--- config.mk ---
export PLATFORM = sky130hd
export DESIGN_NAME = asp_host_tx
export DESIGN_NICKNAME = d
export VERILOG_FILES = /design/src/rtl/asp_host_tx.sv
export SDC_FILE = /design/constraint.sdc
export NUM_CORES = 1
export LEC_CHECK = 0
export CAP_MARGIN = 15
export CORE_ASPECT_RATIO = 0.8
export CORE_MARGIN = 8
export CORE_UTILIZATION = 55
export CTS_CLUSTER_SIZE = 16
export DETAILED_ROUTE_END_ITERATION = 7
export PLACE_DENSITY = 0.79
export SLEW_MARGIN = 20
export SYNTH_ARGS = -nofsm -noshare
export SYNTH_HDL_FRONTEND = slang
export SYNTH_SLANG_ARGS = --single-unit
--- constraint.sdc ---
create_clock -name clk -period 3.95 [get_ports clk]
set_input_delay 0.9875 -clock clk [delete_from_list [all_inputs] [get_ports clk]]
set_output_delay 0.9875 -clock clk [all_outputs]
set_load 0.005 [all_outputs]
--- src/rtl/asp_host_tx.sv ---
`default_nettype none
// ============================================================================
// Module   : asp_host_tx
// Brief    : Host-side word buffer that adds even parity and launches words
//            to the ASP as one-cycle ready pulses with a minimum idle gap.
// Revision : 1.0 - initial release
// ============================================================================
module asp_host_tx #(
    parameter int DATA_SIZE  = 32,
    parameter int FIFO_DEPTH = 4,
    parameter int GAP_CYCLES = 2
) (
    input  logic                 clk,
    input  logic                 reset,
    input  logic                 host_wr_en_in,
    input  logic [DATA_SIZE-1:0] host_data_in,
    input  logic                 parity_inject_in,
    input  logic                 asp_busy_in,
    output logic                 data_parity_ready_out,
    output logic [DATA_SIZE:0]   data_parity_out,
    output logic                 fifo_full_out,
    output logic                 fifo_empty_out,
    output logic                 overflow_out,
    output logic [15:0]          word_count_out
);

    localparam int c_AW = $clog2(FIFO_DEPTH);
    localparam int c_CW = $clog2(FIFO_DEPTH + 1);
    localparam int c_GW = (GAP_CYCLES > 0) ? $clog2(GAP_CYCLES + 1) : 1;

    localparam logic [1:0] c_IDLE = 2'd0;
    localparam logic [1:0] c_SEND = 2'd1;
    localparam logic [1:0] c_GAP  = 2'd2;

    logic [DATA_SIZE:0] r_mem [FIFO_DEPTH];
    logic [c_AW-1:0]    r_wr_ptr;
    logic [c_AW-1:0]    r_rd_ptr;
    logic [c_CW-1:0]    r_count;
    logic [1:0]         r_state;
    logic [1:0]         w_state_next;
    logic [c_GW-1:0]    r_gap_cnt;
    logic [DATA_SIZE:0] r_data_parity;
    logic               r_overflow;
    logic [15:0]        r_word_count;

    logic               w_full;
    logic               w_empty;
    logic               w_wr;
    logic               w_pop;
    logic [DATA_SIZE:0] w_wr_word;

    assign w_full    = (r_count == c_CW'(FIFO_DEPTH));
    assign w_empty   = (r_count == '0);
    // Fullness is judged before any same-cycle pop, so a pop never makes room.
    assign w_wr      = host_wr_en_in && !w_full;
    assign w_pop     = (r_state == c_IDLE) && !w_empty && !asp_busy_in;
    assign w_wr_word = {(^host_data_in) ^ parity_inject_in, host_data_in};

    // Storage needs no reset: pointers and count define what is valid.
    always_ff @(posedge clk) begin
        if (w_wr) begin
            r_mem[r_wr_ptr] <= w_wr_word;
        end
    end

    always_ff @(posedge clk or negedge reset) begin
        if (!reset) begin
            r_wr_ptr      <= '0;
            r_rd_ptr      <= '0;
            r_count       <= '0;
            r_overflow    <= 1'b0;
            r_data_parity <= '0;
            r_word_count  <= '0;
        end else begin
            if (w_wr) begin
                r_wr_ptr <= r_wr_ptr + c_AW'(1);
            end
            if (w_pop) begin
                r_rd_ptr      <= r_rd_ptr + c_AW'(1);
                r_data_parity <= r_mem[r_rd_ptr];
                r_word_count  <= r_word_count + 16'd1;
            end
            case ({w_wr, w_pop})
                2'b10:   r_count <= r_count + c_CW'(1);
                2'b01:   r_count <= r_count - c_CW'(1);
                default: r_count <= r_count;
            endcase
            if (host_wr_en_in && w_full) begin
                r_overflow <= 1'b1;
            end
        end
    end

    always_ff @(posedge clk or negedge reset) begin
        if (!reset) begin
            r_state   <= c_IDLE;
            r_gap_cnt <= '0;
        end else begin
            r_state <= w_state_next;
            if (r_state == c_SEND) begin
                r_gap_cnt <= c_GW'(GAP_CYCLES);
            end else if (r_state == c_GAP && r_gap_cnt != '0) begin
                r_gap_cnt <= r_gap_cnt - c_GW'(1);
            end
        end
    end

    always_comb begin
        w_state_next = r_state;
        case (r_state)
            c_IDLE: begin
                if (w_pop) begin
                    w_state_next = c_SEND;
                end
            end
            c_SEND: begin
                w_state_next = (GAP_CYCLES > 0) ? c_GAP : c_IDLE;
            end
            c_GAP: begin
                // Counter holds the remaining gap cycles including this one.
                if (r_gap_cnt <= c_GW'(1)) begin
                    w_state_next = c_IDLE;
                end
            end
            default: w_state_next = c_IDLE;
        endcase
    end

    assign data_parity_ready_out = (r_state == c_SEND);
    assign data_parity_out       = r_data_parity;
    assign fifo_full_out         = w_full;
    assign fifo_empty_out        = w_empty;
    assign overflow_out          = r_overflow;
    assign word_count_out        = r_word_count;

endmodule
`default_nettype wire
# Word-level counts from Yosys, hierarchy flattened

Memory sizes are Yosys's and may differ from the RTL's. A register that Yosys moved wholly into a read port is not among the register bits.
Cells that the tools add are included.

Flip-flop bits (word level): 28
Bits in latches: 0
RAM bits: 132
ROM bits: 0
Input port bits: 37
Logic and storage cells: 47
Memories kept: 1

Add/sub/neg operators: 6
Multiply operators: 0
Divide/modulo/power cells: 0
$lt $le $gt $ge: 1
Equal/unequal tests: 7
Shifts and indexed selects: 0
Muxes and demuxes: 8
Bitwise operators: 1
Reductions and logical operators: 16

Memories:

| name  | depth | width | read ports | clocked after Yosys merged registers in | wr ports | RTL line | text |
|---|---|---|---|---|---|---|---|
| r_mem | 4     | 33    | 1          | 1                                       | 1        | 35       | `logic [DATA_SIZE:0] r_mem [FIFO_DEPTH];` |

Operators by type and width:

| operator                                              | number |
|---|---|
| XOR reduction 32 bit                                  | 1 |
| adder 16 x 1 -> 16 bit, second input constant         | 1 |
| 2-to-1 mux 2 bit                                      | 4 |
| case mux 2 bit (3 select lines)                       | 1 |
| case mux 3 bit (2 select lines)                       | 1 |
| nonzero test 2 bit                                    | 3 |
| logical AND 1 bit                                     | 5 |
| adder 2 x 1 -> 2 bit, second input constant           | 2 |
| == test 2 x 1 -> 1 bit, second input constant         | 2 |
| == test 2 bit, second input constant                  | 2 |
| zero test 1 bit                                       | 4 |
| adder 3 x 1 -> 3 bit, second input constant           | 1 |
| == test 3 bit, second input constant                  | 1 |
| zero test 3 bit                                       | 1 |
| subtractor 3 x 1 -> 3 bit, second input constant      | 1 |
| <= comparator 2 x 1 -> 1 bit, second input constant   | 1 |
| zero test 2 bit                                       | 1 |
| 2-to-1 mux 1 bit                                      | 2 |
| inequality test 2 x 1 -> 1 bit, second input constant | 1 |
| inequality test 2 bit, second input constant          | 1 |
| AND reduction 2 bit                                   | 1 |
| subtractor 2 x 1 -> 2 bit, second input constant      | 1 |
| bitwise XOR 1 bit                                     | 1 |

# Longest topological paths before layout

Gate-level depths: netlist of run 1.

Word-level depth: 6
Gate-level depth with buffers: 11
Depth with buffers taken out: 10

# Least setup slack after synthesis of run 1

Ideal clock, no wire load.

Path type: input port to flip-flop
From: input asp_busy_in
To: register r_count[2]
Library setup time: 0.079 ns
Data arrival time: 2.696 ns
Required time: 3.871 ns
Slack: 1.174 ns
Cell stages on the path: 9
Cell sequence: or4_1 inv_2 buf_2 ha_1 inv_1 fa_1 xor2_1 nor2_1 xor2_1

Word-level cells in the longest chain between the ends: 4
Elaborated cells between the ends (all ways): 6

RTL lines:

| item                                                                         | RTL line | text |
|---|---|---|
| from (decl)                                                                  | 18       | `input logic asp_busy_in,` |
| zero test 1 bit *                                                            | 56       | `assign w_pop = (r_state == c_IDLE) && !w_empty && !asp_busy_in;` |
| logical AND 1 bit *                                                          | 56       |  |
| via w_pop                                                                    | 49       | `logic w_pop;` |
| == test 2 x 1 -> 1 bit / == test 2 bit (equally long branches)               | 83       | `case ({w_wr, w_pop})` |
| case mux 3 bit (2 select lines) / nonzero test 2 bit (equally long branches) | --       |  |
| to (signal assigned)                                                         | 84       | `2'b10: r_count <= r_count + c_CW'(1);` |
| to (signal assigned)                                                         | 85       | `2'b01: r_count <= r_count - c_CW'(1);` |
| to (signal assigned)                                                         | 86       | `default: r_count <= r_count;` |
| to (decl)                                                                    | 38       | `logic [c_CW-1:0] r_count;` |

Mark *: on every way through the listed nets, which the timed path passes. The rest lies on a longest branch.
A chain may end at the register's enable or synchronous reset.

# Worst setup path in the final report of run 1

From: input asp_busy_in
To: register r_count[2]

Word-level cells in the longest chain between the ends: 4
Elaborated cells between the ends (all ways): 6

RTL lines:

| item                                                                         | RTL line |
|---|---|
| zero test 1 bit *                                                            | 56 |
| logical AND 1 bit *                                                          | 56 |
| == test 2 x 1 -> 1 bit / == test 2 bit (equally long branches)               | 83 |
| case mux 3 bit (2 select lines) / nonzero test 2 bit (equally long branches) | -- |

Mark *: on every way between the ends. The rest lies on a longest branch, timed or not.

==> results of run 1 <==
[area by class of cell]
cell class | count | area share
Timing Repair Buffer | 98 | 0.1045
Sequential cell | 193 | 0.5851
Inverter | 15 | 0.005999
Clock inverter | 12 | 0.01893
Multi-Input combinational cell | 247 | 0.2149
Tap cell | 180 | 0.02400
Clock buffer | 20 | 0.04653
[power by group]
group	leakage [nW]	switching, mW	internal [mW]
Clock	0.301	0.727	1.06
Sequential	1.96	0.351	2.74
Combinational	1.30	0.883	1.06
[worst max-delay path, cell delays in order]
cell	delay, ns
clkdlybuf4s50_1	0.44
or4_2	0.65
inv_2	0.09
ha_1	0.17
inv_1	0.06
fa_1	0.37
xor2_1	0.15
nor2_1	0.12
xor2_1	0.17
[kinds of logic after synthesis]
| kind of cell | synth area share |
|---|---|
| DFF | 0.7183 |
| and+or+nand+nor | 0.08135 |
| xor gates and xnor gates | 0.06138 |
| muxes | 0.09723 |
| buffers and inverters | 0.01866 |
| AOI/OAI and AO/OA | 0.007367 |
| adders and majority gates | 0.01572 |
[registers in the layout (all words and copies together) (netlist names)]
signal,cells
r_state,2
r_gap_cnt,2
overflow_out,1
data_parity_out,33
word_count_out,16
r_count,3
r_mem,132
r_rd_ptr,2
r_wr_ptr,2
[Yosys cell counts, types with 3 or more instances]
cell / count
ha_1: 8
dfrtp_1: 61
edfxtp_1: 132
and2_1: 4
nor2_1: 9
inv_1: 14
nor3_1: 4
xor2_1: 10
clkbuf_1: 5
buf_4: 3
buf_2: 9
xnor2_1: 41
nand2_1: 112
o21ai_0: 3
mux4_2: 33
[final timing paths]
check                                   start            endpoint  slack (ns)  cells past startpoint
min reg2reg                word_count_out[15]  word_count_out[15]        0.47                      1
max in group asynchronous               reset  word_count_out[10]        2.71                      2
max reg2reg                        r_state[1]          r_count[2]        1.56                      8
max                               asp_busy_in          r_count[2]        1.08                      9
min in group asynchronous               reset          r_count[2]        0.57                      1
min                        word_count_out[15]  word_count_out[15]        0.47                      1
[routing by layer]
layer  share of wire  vias up
li1                -     1877
met1            0.42     2090
met2            0.50      129
met3           0.070       15
met4           0.011        2
met5         0.00089        -
[stage by stage]
step | hold slack [ns] | instance area (sq um) | cells
2_1_floorplan | 0.4510 | 7644 | 472
3_3_place_gp | 0.4376 | 8768 | 733
3_5_place_dp | 0.4595 | 8768 | 733
4_1_cts | 0.4734 | 9383 | 765
5_1_grt | 0.4874 | 9385 | 765
6_report | 0.4671 | 9385 | 765
==> metrics.cfg, run 1 <==
[status]
status=complete, no violations

[grt]
grt_pass1_wl_mm=23.72
grt.met3_usage=0.05479
grt_max_degree=47
grt_usage=0.1743
grt_pass1_vias=4485
gr-total-overflow=0
use_met1=0.2121
antenna_found_initial=1
grt_busiest_layer=met2
met2_usage=0.2918

[placed_design]
port_buffers=89
globalplace.congestion=0.7241
dp_hpwl_mm=9.083
dpl_worst_slack_ns=0.6201

[floorplanning]
core-area_sq_um=13550
dieArea_sq_um=17950
die_y_um=121.4
rows=38
die_w_um=147.8
initial_core_util=0.5641
pin_count=90

[drt]
first_iter_violations=288
detail-route-antenna-nets=0
viasPerCell=5.376
drcViolationCount=0
firstDrtPassIters=4
num_vias=4113
wl_per_cell_um=19.18
drt-total-wl_mm=14.67

[sta]
max_slew.worst_pin.slew_ns=0.9576
finalCriticalPeriod_ns=2.870
finalHoldViolCount=0
tns_ns=0
rsz0062_at_grt=no
slew_headroom=0.3616
setup_slack_ns=1.080
finalCritPeriodShare=0.7265
setup_viol=0
fmax_mhz=348.5
clock_skew_ns=0.01095
drv_slew=0

[power_and_ir_drop]
leakagePower_nw=3.559
power_mw=6.829
ir_drop_uv=450.2
powerDensity_nw_per_um2=727.6

[finish]
fin_util=0.6926
drive_gt1_frac=0.1453
n_antenna_cell=0
mostFrequentLayoutCell=edfxtp_1
fin_nets=618
multi_input_area_sq_um=2017
final_cell_mix=132 x edfxtp_1, 112 x nand2_1, 88 x clkdlybuf4s50_1, 60 x dfrtp_1, 41 x xnor2_1
fillers=924
final-seq-area_sq_um=5492
syn_to_final_growth_pct=22.79

[cts]
cts.repair.resized=0
post_cts_buffers=0
htree_levels=4
hold_buffers=0
clkTransAtPathRegs_ns=0.06
ctsLongestPathBuffers=2
cts_made_buffers=17
cts_root_buffer=clkbuf_16
cts_sinks=193
insertion_delay_ns=0.43
cts_tree=yes

[yosys]
synth_top_area_share=0.5186
synth_area_per_cell_sq_um=16.19
synth-async-reset-ratio=0.3161
seq_area_frac_synth=0.7183
yosysUniqueCellTypes=34
synth_edf_count=132
synth_area_leaders=edfxtp_1 52%, dfrtp_1 20%, mux4_2 9.7%
ys.flop_type=edfxtp_1
ys_ff_latch=193
synth_area_leader_cell=edfxtp_1
synth_area_sq_um=7644
synth_nets=518
yosys_warnings=0
postSynthCellCount=472

[critical_path]
cp-end-kind=register
startpoint_type=primary input
crit_type=primary input to register
worst_ep_arrival_time_ns=3.22
worst_ep_required_time_ns=4.30
cp_max_fo=2

[worst_hold_path]
min_path_type=register to register

[flow_run]
cap_violations=0

No activity file was read; power rests on OpenSTA's default activity.
==> run 2: changes to the inputs <==
==> constraint.sdc (replaced) <==
create_clock -name clk -period 2.8 [get_ports clk]
set_input_delay 0.7 -clock clk [delete_from_list [all_inputs] [get_ports clk]]
set_output_delay 0.7 -clock clk [all_outputs]
set_load 0.005 [all_outputs]
==> run 2 against run 1 <==
Worst setup slack worse by 0.84 ns; total power up 41%; highest routed layer is now met4; clock power up 35%; critical path depth unchanged; combinational power up 51%; non-clock buffer count up 7; clock skew down 0.00075 ns; largest power group unchanged; register-to-register slack worse by 1.1 ns; cell count up 0.92%.
==> metrics.cfg, run 2 (synthesis results as in run 1) <==
[critical_path]
cp_max_fo=2
rrSetupSlack_ns=0.42
startpoint_type=primary input
ff2ff_path_depth=8
rr_startpoint=r_state[1]
worst_ep_required_time_ns=3.14
timing.rr.end=r_count[2]
crit_start=asp_busy_in
worst_ep_arrival_time_ns=2.91
cp-end-kind=register
crit_type=primary input to register

[floorplanning]
die_w_um=147.8
initial_core_util=0.5641
die_y_um=121.4
dieArea_sq_um=17950
pin_count=90
core-area_sq_um=13550
rows=38

[finish]
fin_nets=625
top_register=r_mem
largest_reg_flops=132
final_cell_mix=132 x edfxtp_1, 112 x nand2_1, 88 x clkdlybuf4s50_1, 60 x dfrtp_1, 41 x xnor2_1
mostFrequentLayoutCell=edfxtp_1
drive_gt1_frac=0.1571
n_antenna_cell=0
postLayoutCellArea_sq_um=9444
syn_to_final_growth_pct=23.56

[cts]
cts_sinks=193
cts_root_buffer=clkbuf_16
htree_levels=4
ctsLongestPathBuffers=2
post_cts_buffers=0
hold_buffers=0
cts_tree=yes
cts_made_buffers=17
clkTransAtPathRegs_ns=0.07
insertion_delay_ns=0.43
cts.repair.resized=0

[drt]
wl_per_cell_um=19.41
firstDrtPassIters=4
num_vias=4107
drt-total-wl_mm=14.98
detail-route-antenna-nets=0
first_iter_violations=228
viasPerCell=5.320
drcViolationCount=0

[sta]
clock_skew_ns=0.01020
setup_viol=0
timing.hold.ws_ns=0.2960
tns_ns=0
finalHoldViolCount=0
max_slew.worst_pin.slew_ns=0.6475
finalCritPeriodShare=0.9160
rsz0062_at_grt=no
finalCriticalPeriod_ns=2.565
fmax_mhz=389.9
drv_slew=0
slew_headroom=0.5683

[status]
status=complete, no violations

[power_and_ir_drop]
powerDensity_nw_per_um2=1019
leakagePower_nw=3.599
ir_drop_uv=669.4

[grt]
grt_usage=0.1788
antenna_found_initial=0
grt_max_degree=39
grt_pass1_vias=4497
grt_pass1_wl_mm=24.23
gr-total-overflow=0

[placed_design]
place_area_sq_um=8859
globalplace.congestion=0.7601
dp_hpwl_mm=9.728
port_buffers=89

[worst_hold_path]
min_path_type=primary input to async pin

[flow_run]
cap_violations=0

-- run 2: stage by stage --
| step | power [mW] | std cells | utilization | worst slack (ns) |
|---|---|---|---|---|
| 2_1_floorplan | 5.982 | 472 | - | 0.3119 |
| 3_3_place_gp | 7.162 | 740 | 0.6537 | -0.08217 |
| 3_5_place_dp | 7.316 | 740 | 0.6537 | -0.1769 |
| 4_1_cts | 9.750 | 772 | 0.6970 | 0.2423 |
| 5_1_grt | 10.16 | 772 | 0.6970 | 0.1286 |
| 6_report | 9.623 | 772 | 0.6970 | 0.2353 |
-- run 2: worst max-delay path by stage --
| stage | endpoint | depth (start not counted) | slack, ns |
|---|---|---|---|
| after floorplan | r_count[2] | 9 | 0.31 |
| after global routing | r_count[2] | 9 | 0.13 |
| after CTS | r_count[2] | 9 | 0.24 |
| after detailed placement | r_count[2] | 9 | -0.18 |
| after global placement | r_count[2] | 9 | -0.08 |
| final | r_count[2] | 9 | 0.24 |
-- run 2: routing by layer --
metal  routed length [um]  up-vias  GRT usage  share of wire
met5                    0        -          0              0
met2                 7353      130     0.2938           0.49
li1                     -     1894          -              -
met3                 1133       19    0.05479          0.076
met4                  226        0    0.06929          0.015
met1                 6271     2064     0.2201           0.42
-- run 2: worst max-delay path, cell delays in order --
cell,delay (ns)
clkdlybuf4s50_1,0.43
or4_2,0.65
inv_2,0.08
ha_1,0.15
inv_1,0.05
fa_1,0.37
xor2_1,0.16
nor2_1,0.14
xor2_1,0.17
-- run 2: layout make-up --
| class | count | area (sq um) |
|---|---|---|
| clock buffers | 21 | 460.4 |
| clock inverters | 11 | 125.1 |
| fillers | 898 | 4106 |
| inverters | 15 | 56.30 |
| multi-input cells | 247 | 2017 |
| flip-flops and latches | 193 | 5492 |
| well taps | 180 | 225.2 |
| repair buffers | 105 | 1069 |
-- run 2: power breakdown --
group | internal [mW] | switching (mW)
logic | 1.56 | 1.37
registers | 3.87 | 0.408
clock network | 1.37 | 1.03
total | 6.81 | 2.82
